--- src/rtl/mips_dbg_pkg.sv ---
// Shared definitions for the MIPS debug/execution sequencer: command bytes,
// FSM state encoding and the default end-of-program marker.
package mips_dbg_pkg;

    localparam int unsigned NB_CMD_BYTE = 8;

    localparam logic [NB_CMD_BYTE-1:0] CMD_LOAD  = 8'h4C;  // 'L'
    localparam logic [NB_CMD_BYTE-1:0] CMD_CONT  = 8'h43;  // 'C'
    localparam logic [NB_CMD_BYTE-1:0] CMD_STEP  = 8'h53;  // 'S'
    localparam logic [NB_CMD_BYTE-1:0] CMD_NEXT  = 8'h4E;  // 'N'
    localparam logic [NB_CMD_BYTE-1:0] CMD_RESET = 8'h52;  // 'R'

    localparam logic [31:0] HALT_WORD_DFLT = 32'hFFFF_FFFF;

    typedef enum logic [2:0] {
        ST_IDLE      = 3'd0,
        ST_LOAD      = 3'd1,
        ST_RUN       = 3'd2,
        ST_STEP      = 3'd3,
        ST_STEP_EXEC = 3'd4,
        ST_DRAIN     = 3'd5,
        ST_DONE      = 3'd6
    } state_e;

    function automatic logic cmd_hit(
        input logic                   valid,
        input logic [NB_CMD_BYTE-1:0] cmd,
        input logic [NB_CMD_BYTE-1:0] code
    );
        return valid && (cmd == code);
    endfunction

endpackage

--- src/rtl/imem_loader.sv ---
// Instruction-memory program loader: sequential write address, registered
// write strobe/data, and end-of-load detection (HALT word or last address).
module imem_loader
    import mips_dbg_pkg::*;
#(
    parameter int unsigned         NB_ADDR   = 10,
    parameter int unsigned         NB_DATA   = 32,
    parameter logic [NB_DATA-1:0]  HALT_WORD = NB_DATA'(HALT_WORD_DFLT)
) (
    input  logic               i_clk,
    input  logic               i_rst,
    input  logic               i_start,
    input  logic               i_active,
    input  logic               i_wr_valid,
    input  logic [NB_DATA-1:0] i_wr_data,
    output logic               o_imem_we,
    output logic [NB_ADDR-1:0] o_imem_addr,
    output logic [NB_DATA-1:0] o_imem_data,
    output logic               o_done_c
);

    logic [NB_ADDR-1:0] addr_q;
    logic               wr_take;
    logic               addr_full;

    assign wr_take   = i_active && i_wr_valid;
    assign addr_full = (addr_q == '1);

    // The word that ends the load is still written this cycle.
    assign o_done_c  = wr_take && ((i_wr_data == HALT_WORD) || addr_full);

    always_ff @(posedge i_clk) begin
        if (!i_rst) begin
            addr_q      <= '0;
            o_imem_we   <= 1'b0;
            o_imem_addr <= '0;
            o_imem_data <= '0;
        end else begin
            o_imem_we <= wr_take;
            if (i_start) begin
                addr_q <= '0;
            end else if (wr_take) begin
                o_imem_addr <= addr_q;
                o_imem_data <= i_wr_data;
                // Saturate rather than wrap; the next load restarts at 0.
                if (!addr_full) begin
                    addr_q <= addr_q + NB_ADDR'(1);
                end
            end
        end
    end

endmodule

--- src/rtl/mips_exec_ctrl.sv ---
// Execution sequencer for the 5-stage MIPS pipeline: decodes debug command
// bytes into program load, run, single-step, flush and HALT drain control.
module mips_exec_ctrl
    import mips_dbg_pkg::*;
#(
    parameter int unsigned         NB_ADDR   = 10,
    parameter int unsigned         NB_DATA   = 32,
    parameter int unsigned         NB_CMD    = 8,
    parameter int unsigned         NB_CYCLES = 32,
    parameter logic [NB_DATA-1:0]  HALT_WORD = NB_DATA'(HALT_WORD_DFLT),
    parameter int unsigned         N_DRAIN   = 4
) (
    input  logic                 i_clk,
    input  logic                 i_rst,
    input  logic                 i_cmd_valid,
    input  logic [NB_CMD-1:0]    i_cmd,
    input  logic                 i_wr_valid,
    input  logic [NB_DATA-1:0]   i_wr_data,
    input  logic [NB_DATA-1:0]   i_if_instr,
    output logic                 o_imem_we,
    output logic [NB_ADDR-1:0]   o_imem_addr,
    output logic [NB_DATA-1:0]   o_imem_data,
    output logic                 o_if_en,
    output logic                 o_pipe_en,
    output logic                 o_pipe_flush,
    output logic                 o_step_done,
    output logic                 o_halted,
    output logic [NB_CYCLES-1:0] o_cycle_count,
    output logic [2:0]           o_state
);

    localparam int unsigned NB_DRAIN = $clog2(N_DRAIN + 1);

    state_e              state_q;
    state_e              state_d;
    logic [NB_DRAIN-1:0] drain_cnt_q;

    logic cmd_load;
    logic cmd_cont;
    logic cmd_step;
    logic cmd_next;
    logic cmd_reset;
    logic halt_in_if;
    logic ld_done_c;

    logic enter_exec;
    logic load_start;
    logic drain_load;
    logic if_en_d;
    logic pipe_en_d;
    logic flush_d;
    logic step_done_d;
    logic halted_d;

    assign cmd_load   = cmd_hit(i_cmd_valid, 8'(i_cmd), CMD_LOAD);
    assign cmd_cont   = cmd_hit(i_cmd_valid, 8'(i_cmd), CMD_CONT);
    assign cmd_step   = cmd_hit(i_cmd_valid, 8'(i_cmd), CMD_STEP);
    assign cmd_next   = cmd_hit(i_cmd_valid, 8'(i_cmd), CMD_NEXT);
    assign cmd_reset  = cmd_hit(i_cmd_valid, 8'(i_cmd), CMD_RESET);
    assign halt_in_if = (i_if_instr == HALT_WORD);

    assign o_state = state_q;

    imem_loader #(
        .NB_ADDR   (NB_ADDR),
        .NB_DATA   (NB_DATA),
        .HALT_WORD (HALT_WORD)
    ) u_loader (
        .i_clk       (i_clk),
        .i_rst       (i_rst),
        .i_start     (load_start),
        .i_active    (state_q == ST_LOAD),
        .i_wr_valid  (i_wr_valid),
        .i_wr_data   (i_wr_data),
        .o_imem_we   (o_imem_we),
        .o_imem_addr (o_imem_addr),
        .o_imem_data (o_imem_data),
        .o_done_c    (ld_done_c)
    );

    // State register
    always_ff @(posedge i_clk) begin
        if (!i_rst) begin
            state_q <= ST_IDLE;
        end else begin
            state_q <= state_d;
        end
    end

    // Next-state decode; commands outside their accepting states fall through.
    always_comb begin
        state_d = state_q;
        case (state_q)
            ST_IDLE: begin
                if (cmd_load) begin
                    state_d = ST_LOAD;
                end else if (cmd_cont) begin
                    state_d = ST_RUN;
                end else if (cmd_step) begin
                    state_d = ST_STEP;
                end
            end
            ST_LOAD: begin
                if (ld_done_c) begin
                    state_d = ST_IDLE;
                end
            end
            ST_RUN: begin
                if (o_if_en && halt_in_if) begin
                    state_d = ST_DRAIN;
                end
            end
            ST_STEP: begin
                if (cmd_next) begin
                    state_d = ST_STEP_EXEC;
                end
            end
            ST_STEP_EXEC: begin
                state_d = halt_in_if ? ST_DRAIN : ST_STEP;
            end
            ST_DRAIN: begin
                if (drain_cnt_q == '0) begin
                    state_d = ST_DONE;
                end
            end
            ST_DONE: begin
                if (cmd_load) begin
                    state_d = ST_LOAD;
                end else if (cmd_cont) begin
                    state_d = ST_RUN;
                end else if (cmd_step) begin
                    state_d = ST_STEP;
                end else if (cmd_reset) begin
                    state_d = ST_IDLE;
                end
            end
            default: state_d = ST_IDLE;
        endcase
    end

    // Next values of the registered control outputs.
    always_comb begin
        if_en_d     = 1'b0;
        pipe_en_d   = 1'b0;
        flush_d     = 1'b0;
        step_done_d = 1'b0;
        halted_d    = 1'b0;
        enter_exec  = 1'b0;
        load_start  = 1'b0;
        drain_load  = 1'b0;

        enter_exec = ((state_q == ST_IDLE) || (state_q == ST_DONE)) &&
                     ((state_d == ST_RUN) || (state_d == ST_STEP));
        load_start = (state_d == ST_LOAD) && (state_q != ST_LOAD);
        drain_load = (state_d == ST_DRAIN) && (state_q != ST_DRAIN);

        flush_d     = enter_exec ||
                      (cmd_reset && ((state_q == ST_IDLE) || (state_q == ST_DONE)));
        step_done_d = (state_q == ST_STEP_EXEC);

        case (state_d)
            ST_RUN: begin
                // First RUN cycle is the flush cycle with enables low.
                if (!enter_exec) begin
                    if_en_d   = 1'b1;
                    pipe_en_d = 1'b1;
                end
            end
            ST_STEP_EXEC: begin
                if_en_d   = 1'b1;
                pipe_en_d = 1'b1;
            end
            ST_DRAIN: pipe_en_d = 1'b1;
            ST_DONE:  halted_d  = 1'b1;
            default: ;
        endcase
    end

    // Registered outputs, drain down-counter and saturating cycle counter.
    always_ff @(posedge i_clk) begin
        if (!i_rst) begin
            o_if_en       <= 1'b0;
            o_pipe_en     <= 1'b0;
            o_pipe_flush  <= 1'b0;
            o_step_done   <= 1'b0;
            o_halted      <= 1'b0;
            o_cycle_count <= '0;
            drain_cnt_q   <= '0;
        end else begin
            o_if_en      <= if_en_d;
            o_pipe_en    <= pipe_en_d;
            o_pipe_flush <= flush_d;
            o_step_done  <= step_done_d;
            o_halted     <= halted_d;

            if (drain_load) begin
                drain_cnt_q <= NB_DRAIN'(N_DRAIN - 1);
            end else if ((state_q == ST_DRAIN) && (drain_cnt_q != '0)) begin
                drain_cnt_q <= drain_cnt_q - NB_DRAIN'(1);
            end

            if (enter_exec) begin
                o_cycle_count <= '0;
            end else if (o_pipe_en && (o_cycle_count != '1)) begin
                o_cycle_count <= o_cycle_count + NB_CYCLES'(1);
            end
        end
    end

endmodule

--- config.mk ---
export PLATFORM = sky130hd
export DESIGN_NAME = mips_exec_ctrl
export DESIGN_NICKNAME = d
export VERILOG_FILES = /design/src/rtl/mips_dbg_pkg.sv /design/src/rtl/imem_loader.sv /design/src/rtl/mips_exec_ctrl.sv
export SDC_FILE = /design/constraint.sdc
export NUM_CORES = 1
export LEC_CHECK = 0
export ABC_AREA = 1
export CORE_ASPECT_RATIO = 0.5
export CORE_MARGIN = 3
export CORE_UTILIZATION = 45
export CTS_CLUSTER_DIAMETER = 50
export CTS_CLUSTER_SIZE = 12
export DETAILED_ROUTE_END_ITERATION = 12
export PLACE_DENSITY = 0.79
export SLEW_MARGIN = 20
export SYNTH_ARGS = -nofsm -noshare
export SYNTH_HDL_FRONTEND = slang
export SYNTH_SLANG_ARGS = --single-unit
--- constraint.sdc ---
create_clock -name i_clk -period 2.33 [get_ports i_clk]
set_input_delay 0.3495 -clock i_clk [delete_from_list [all_inputs] [get_ports i_clk]]
set_output_delay 0.3495 -clock i_clk [all_outputs]
set_load 0.02 [all_outputs]
==> reports/qor.csv, run 1 <==
stage;metric;value;unit
final_layout;mostFrequentLayoutCell;nand2_1;
floorplanning;core_area;10400;um^2
synthesis;synth_seq_cells;96;
final_layout;stdcell_count;1041;
final_layout;fin_util;66.7;%
worst_setup_path;crit_type;reg2reg;
place;dp_slack;0.00327;ns
grt;use_met3;7.48;%
sta;finClkSkew;0.00879;ns
worst_setup_path;path_max_fanout;22;
cts;ctsHtreeMaxLevel;3;
detailed_routing;postRouteAntennaNets;0;
detailed_routing;drt_iter0_drc;300;
floorplanning;fp.dieH;80.1;um
synthesis;netlist_area;4950;um^2
cts;cts_max_path_buffers;2;
final_layout;syn_to_final_growth;40.9;%
sta;final-setup-viol-count;0;
cts;path_clk_slew;0.07;ns
power;cellLeakagePower;2.70;nW
worst_hold_path;hp-class;reg2reg;
detailed_routing;routed-via-count;5192;
grt;use_met2;41.8;%
floorplanning;ios;159;
detailed_routing;wl_per_cell;13.3;um
synthesis;synth.distinct_cells;33;
synthesis;syn_nets;817;
sta;fin_crit;2.18;ns
power;internal-power;2.55;mW
grt;grt_first_pass_wirelength;23300;um
sta;setup_ws;0.146;ns
cts;cts_buffers;9;
run;max_cap_viol_count;0;
cts;insertion_delay;0.35;ns
grt;grt_use_met1;26.3;%
worst_setup_path;worst_ep_arrival_time;2.41;ns
power;max-vdd-ir-drop;0.305;mV
power;pwr-share-clk;43.8;%
detailed_routing;first_pass_iters;5;
worst_setup_path;cpPeakStageDelay;0.41;ns
worst_setup_path;critPathBufInv;1;
detailed_routing;wl;13900;um
final_layout;final_cell_mix;168 x nand2_1, 159 x nor2_1, 158 x clkdlybuf4s50_1;
grt;grtUsageTotal;22.8;%
floorplanning;rows;26;
grt;antenna_found_initial;0;
worst_setup_path;cp.required;2.56;ns
place;dpl.hpwl;10400;um
sta;relSlewSlack;55.3;%
power;p_sw;0.765;mW
sta;fmax;458;MHz
worst_setup_path;worstPathCellList;ha_2, nand3_1, nor2_2, nand3_1, nor2_2, nand2_2, nand2_4, inv_1, o21ai_0, a21oi_1;
worst_setup_path;end_kind;flip-flop;
cts;cts_tree;built;
final_layout;drive_gt1_share;7.10;%
floorplanning;initial_core_util;47.4;%
detailed_routing;post-route-drc-count;0;
synthesis;synthCells;737;
sta;hold_viol;0;
synthesis;syn_avg_cell_area;6.71;um^2
sta;rsz0062_at_grt;yes;
sta;slew_viol_final;0;
power;combPwrFrac;6.6;%
grt;grt-ovfl-total;0;
cts;clkSinkCount;96;
worst_setup_path;slowest_stage;dfxtp_1;
power;pwr-share-seq;49.6;%
grt;grt-busiest-layer;met2;
synthesis;synth-warning-count;0;
grt;grt_max_degree;41;
grt;grt_pass1_vias;5122;
synthesis;synth_seq_area_share;38.9;%
floorplanning;die_w;154;um
sta;period_share;93.7;%
power;power_density;475;nW/um^2
cts;cts-root-buf;clkbuf_16;
worst_setup_path;start_kind;flip-flop;
final_layout;nNetsFinal;976;
final_layout;n_antenna_cell;0;
place;dp.cells;1025;
worst_setup_path;cp_top_family;simple AND/OR/NAND/NOR gates;
power;switching_share;23.1;%
place;gp_congestion;0.921;
sta;worstMarginPinSlew;0.670;ns
place;port_buffers;158;
floorplanning;fp.dieArea;12400;um^2
status;status;finished, final reports clean;
detailed_routing;via_per_inst;4.99;
-- synthesized netlist by cell type --
cell | n | area share [%]
xor2_1 | 23 | 4.1
o22ai_1 | 1 | 0.13
nor4_1 | 3 | 0.38
buf_2 | 4 | 0.40
nor2_1 | 159 | 12
nand2_4 | 2 | 0.46
a21oi_1 | 30 | 3.0
buf_12 | 3 | 1.2
o21ai_4 | 1 | 0.33
inv_1 | 67 | 5.1
a211oi_1 | 2 | 0.30
nor2_2 | 7 | 0.89
nand3b_1 | 2 | 0.30
ha_1 | 4 | 1.0
dfxtp_1 | 96 | 39
nand4_1 | 18 | 2.3
or2_2 | 1 | 0.13
nor2_4 | 3 | 0.68
or2_1 | 2 | 0.25
o21ai_0 | 47 | 4.8
nor3b_1 | 1 | 0.15
buf_1 | 3 | 0.23
o21ai_1 | 1 | 0.10
nand2_1 | 168 | 13
and3_1 | 1 | 0.13
clkbuf_1 | 12 | 0.91
nand2_2 | 5 | 0.63
nor3_1 | 23 | 2.3
nor3_2 | 2 | 0.40
a21oi_2 | 9 | 1.6
nand3_1 | 25 | 2.5
inv_2 | 5 | 0.38
xnor2_1 | 7 | 1.2
-- area by class of cell --
cell class	count	area (um^2)
clock inverter	6	52.6
multi-input combinational	547	2620
tap	140	175
clock buffer	10	239
timing repair buffer	170	1690
fill	919	3480
sequential	96	1920
inverter	72	270
-- flip-flops by register name (all words and copies together) (netlist names) --
name	count
u_loader.o_imem_addr	10
o_state	3
u_loader.o_imem_we	1
u_loader.addr_q	10
o_pipe_en	1
u_loader.o_imem_data	32
o_pipe_flush	1
o_cycle_count	32
drain_cnt_q	3
o_step_done	1
o_if_en	1
o_halted	1
-- logic make-up after synthesis --
family                     Yosys count  synth area share (%)
buffers and inverters               94                  8.22
and+or+nand+nor                    422                  36.4
xor gates and xnor gates            30                  5.31
DFF                                 96                  38.9
AOI/OAI and AO/OA                   91                  10.2
adders and majority gates            4                  1.01
-- repair_timing --
item                                    CTS  global route
setup buffers                             0             0
hold buffers                              0             0
gates resized for setup                   0             2
endpoints found under the setup margin    0            28
-- per-layer routing --
metal	share of wire (%)	routed length, um
met1	42	5820
met2	49	6800
met3	7.9	1090
met4	1.0	138
met5	0	0
-- power groups by stage --
stage          Combinational (mW)  Sequential (mW)  Clock, mW
6_report                    0.219             1.64       1.45
5_1_grt                     0.237             1.64       1.56
4_1_cts                     0.219             1.64       1.48
3_5_place_dp                0.219             1.68          0
3_3_place_gp                0.216             1.68          0
2_1_floorplan              0.0566             1.68          0
-- path summary, 6_finish.rpt --
path / start / end / slack [ns] / cells past startpoint
max reg2reg: o_cycle_count[0]$_SDFFE_PP0P_ / o_cycle_count[15]$_SDFFE_PP0P_ / 0.15 / 10
min: u_loader.o_imem_addr[3]$_SDFFE_PN0P_ / u_loader.o_imem_addr[3]$_SDFFE_PN0P_ / 0.47 / 2
min reg2reg: u_loader.o_imem_addr[3]$_SDFFE_PN0P_ / u_loader.o_imem_addr[3]$_SDFFE_PN0P_ / 0.47 / 2
max: o_cycle_count[0]$_SDFFE_PP0P_ / o_cycle_count[15]$_SDFFE_PP0P_ / 0.15 / 10
-- tightest hold or removal path: cells and delay by family, from the launching register on --
family / cells / cell delay (ns)
compound gates: 1 / 0.05
simple gates: 1 / 0.06
flops: 1 / 0.31
-- stage by stage --
step | TNS, ns | cell area (um^2) | power (mW) | hold WS [ns]
after detailed placement | 0 | 6670 | 1.90 | 0.461
after global routing | -0.650 | 6970 | 3.44 | 0.497
after floorplan | 0 | 4950 | 1.74 | 0.457
after global placement | 0 | 6670 | 1.90 | 0.461
after CTS | 0 | 6960 | 3.34 | 0.471
final | 0 | 6970 | 3.31 | 0.469
Power figures use the tool's default switching activity.
==> inputs of run 2 (changes only) <==
--- a/config.mk
+++ b/config.mk
@@ -9,7 +9,6 @@
 export CORE_ASPECT_RATIO = 0.5
 export CORE_MARGIN = 3
 export CORE_UTILIZATION = 45
-export CTS_CLUSTER_DIAMETER = 50
 export CTS_CLUSTER_SIZE = 12
 export DETAILED_ROUTE_END_ITERATION = 12
 export PLACE_DENSITY = 0.79
==> results of run 2 <==
No change in the layout: final DEF, timing and power equal those of run 1.
==> inputs of run 3 (changes only) <==
--- a/config.mk
+++ b/config.mk
@@ -11,7 +11,8 @@
 export CORE_UTILIZATION = 45
 export CTS_CLUSTER_SIZE = 12
 export DETAILED_ROUTE_END_ITERATION = 12
-export PLACE_DENSITY = 0.79
+export DONT_BUFFER_PORTS = 1
+export PLACE_DENSITY = 0.61
 export SLEW_MARGIN = 20
 export SYNTH_ARGS = -nofsm -noshare
 export SYNTH_HDL_FRONTEND = slang
==> constraint.sdc (replaced) <==
create_clock -name i_clk -period 2.01 [get_ports i_clk]
set_input_delay 0.3015 -clock i_clk [delete_from_list [all_inputs] [get_ports i_clk]]
set_output_delay 0.3015 -clock i_clk [all_outputs]
set_load 0.02 [all_outputs]
==> run 3 against run 2 <==
Net effect:
- clock-buffer cell count down 1
- critical endpoint is now u_loader.addr_q[0]$_SDFFE_PP0P_
- largest power group unchanged
- clock power up 22%
- utilization down 11 points
- sequential share of layout area up 5.8 points
- sequential power up 16%
==> reports/qor.csv, run 3 (synthesis results as in run 1) <==
stage;metric;value;unit
worst_setup_path;cp_top_family;simple AND/OR/NAND/NOR gates;
sta;fmax;543;MHz
final_layout;drive_gt1_share;14.2;%
grt;grtUsageTotal;21.2;%
floorplanning;rows;26;
final_layout;mostFrequentLayoutCell;nand2_1;
sta;worstMarginPinSlew;0.480;ns
final_layout;nNetsFinal;856;
floorplanning;initial_core_util;47.4;%
final_layout;reg_top3;o_cycle_count x32, u_loader.o_imem_data x32;
final_layout;n_antenna_cell;0;
detailed_routing;routed-via-count;4731;
detailed_routing;via_per_inst;5.14;
place;port_buffers;0;
sta;relSlewSlack;68.0;%
cts;cts_buffers;9;
floorplanning;ios;159;
worst_setup_path;worstPathCellList;inv_1, ha_1, ha_1, nor2_4, nor2_1, nand3_1, nor2_1, nand3_1, nand2_2, o21ai_4, nor2_1;
floorplanning;fp.dieH;80.1;um
worst_setup_path;cp.required;2.25;ns
worst_setup_path;slowest_stage;dfxtp_2;
sta;final-setup-viol-count;0;
detailed_routing;first_pass_iters;5;
worst_setup_path;crit_top_cell;nor2_1;
sta;fin_crit;1.84;ns
cts;insertion_delay;0.35;ns
cts;cts-root-buf;clkbuf_16;
power;p_total;3.76;mW
cts;clkSinkCount;96;
place;gp_congestion;0.905;
worst_setup_path;critPathBufInv;1;
detailed_routing;postRouteAntennaNets;0;
detailed_routing;drt_iter0_drc;264;
grt;grt_first_pass_wirelength;21500;um
detailed_routing;wl;13600;um
sta;period_share;91.6;%
worst_setup_path;end_kind;flip-flop;
floorplanning;fp.dieArea;12400;um^2
power;power_density;651;nW/um^2
grt;grt-ovfl-total;0;
sta;hold_viol;0;
sta;slew_viol_final;0;
final_layout;syn_to_final_growth;16.7;%
sta;rsz0062_at_grt;no;
floorplanning;core_area;10400;um^2
final_layout;fin_util;55.3;%
grt;antenna_found_initial;0;
worst_setup_path;path_max_fanout;6;
grt;grt_pass1_vias;4489;
status;status;finished, final reports clean;
worst_hold_path;hp-class;in2reg;
power;max-vdd-ir-drop;0.537;mV
sta;finClkSkew;0.00894;ns
cts;cts_max_path_buffers;2;
cts;path_clk_slew;0.08;ns
grt;grt_max_degree;43;
cts;cts_tree;built;
worst_setup_path;worst_ep_arrival_time;2.08;ns
floorplanning;die_w;154;um
final_layout;final_cell_mix;167 x nand2_1, 156 x nor2_1, 94 x dfxtp_1;
detailed_routing;post-route-drc-count;0;
cts;ctsHtreeMaxLevel;3;
run;max_cap_viol_count;0;
worst_setup_path;reg2reg_slack;0.17;ns
detailed_routing;wl_per_cell;14.7;um
worst_setup_path;crit_type;reg2reg;
worst_setup_path;cpPeakStageDelay;0.34;ns
power;cellLeakagePower;2.33;nW
worst_setup_path;start_kind;flip-flop;
place;dpl.hpwl;9740;um
[run 3: cell types whose count changed in the layout (fill, tap and decap cells not counted), moves of 2 or more]
cell	delta
clkinv_8	+2
nor2_2	+2
clkdlybuf4s50_1	-158
buf_4	+33
nor2_1	-3
clkinvlp_4	+3
dfxtp_2	+2
nand3_1	-2
dfxtp_1	-2
[run 3: what timing repair did]
item | CTS | global route
buffers inserted | 0 | 1
gates resized for setup | 1 | 16
gates cloned | 0 | 5
endpoints found under the setup margin | 2 | 38
hold buffers | 0 | 0
pin swaps | 0 | 4
[run 3: per-stage QoR]
stage / area (um^2) / setup slack [ns] / instances / hold WS, ns / TNS, ns
after floorplan: 4950 / 0.117 / 737 / 0.436 / 0
after global placement: 5340 / 0.0274 / 899 / 0.425 / 0
after detailed placement: 5340 / -0.0102 / 899 / 0.430 / -0.0114
after CTS: 5650 / -0.0244 / 915 / 0.0614 / -0.0823
after global routing: 5770 / 0.0112 / 921 / 0.0657 / 0
final: 5770 / 0.170 / 921 / 0.0822 / 0
[run 3: layout make-up]
type,instances,area [um^2]
clock buffer,9,225
clock inverter,7,83.8
fill,1040,4670
inverter,72,274
multi-input combinational,548,2680
sequential,96,1920
tap,140,175
timing repair buffer,46,388
timing repair inverter,3,22.5
[run 3: final timing paths]
path	depth (start not counted)	end	start
worst min register to register	2	u_loader.o_imem_addr[1]$_SDFFE_PN0P_	u_loader.addr_q[1]$_SDFFE_PP0P_
worst max register to register	11	u_loader.addr_q[0]$_SDFFE_PP0P_	drain_cnt_q[0]$_SDFFE_PN0P_
worst min-delay path	2	u_loader.o_imem_data[10]$_SDFFE_PN0P_	i_wr_data[10]
worst max-delay path	11	u_loader.addr_q[0]$_SDFFE_PP0P_	drain_cnt_q[0]$_SDFFE_PN0P_
[run 3: per-layer routing]
layer	part of all wire [%]	up-vias	track usage, %
met5	0	-	0
met4	1.1	0	4.67
met3	9.5	16	8.56
met2	46	135	35.0
met1	43	2161	26.3
li1	-	2419	-
[run 3: power breakdown]
part	internal, mW	leakage, nW	total [mW]	switching [mW]
sequential	1.90	0.774	1.91	0.00519
combinational	0.0273	1.41	0.0781	0.0508
clock	0.895	0.151	1.77	0.876
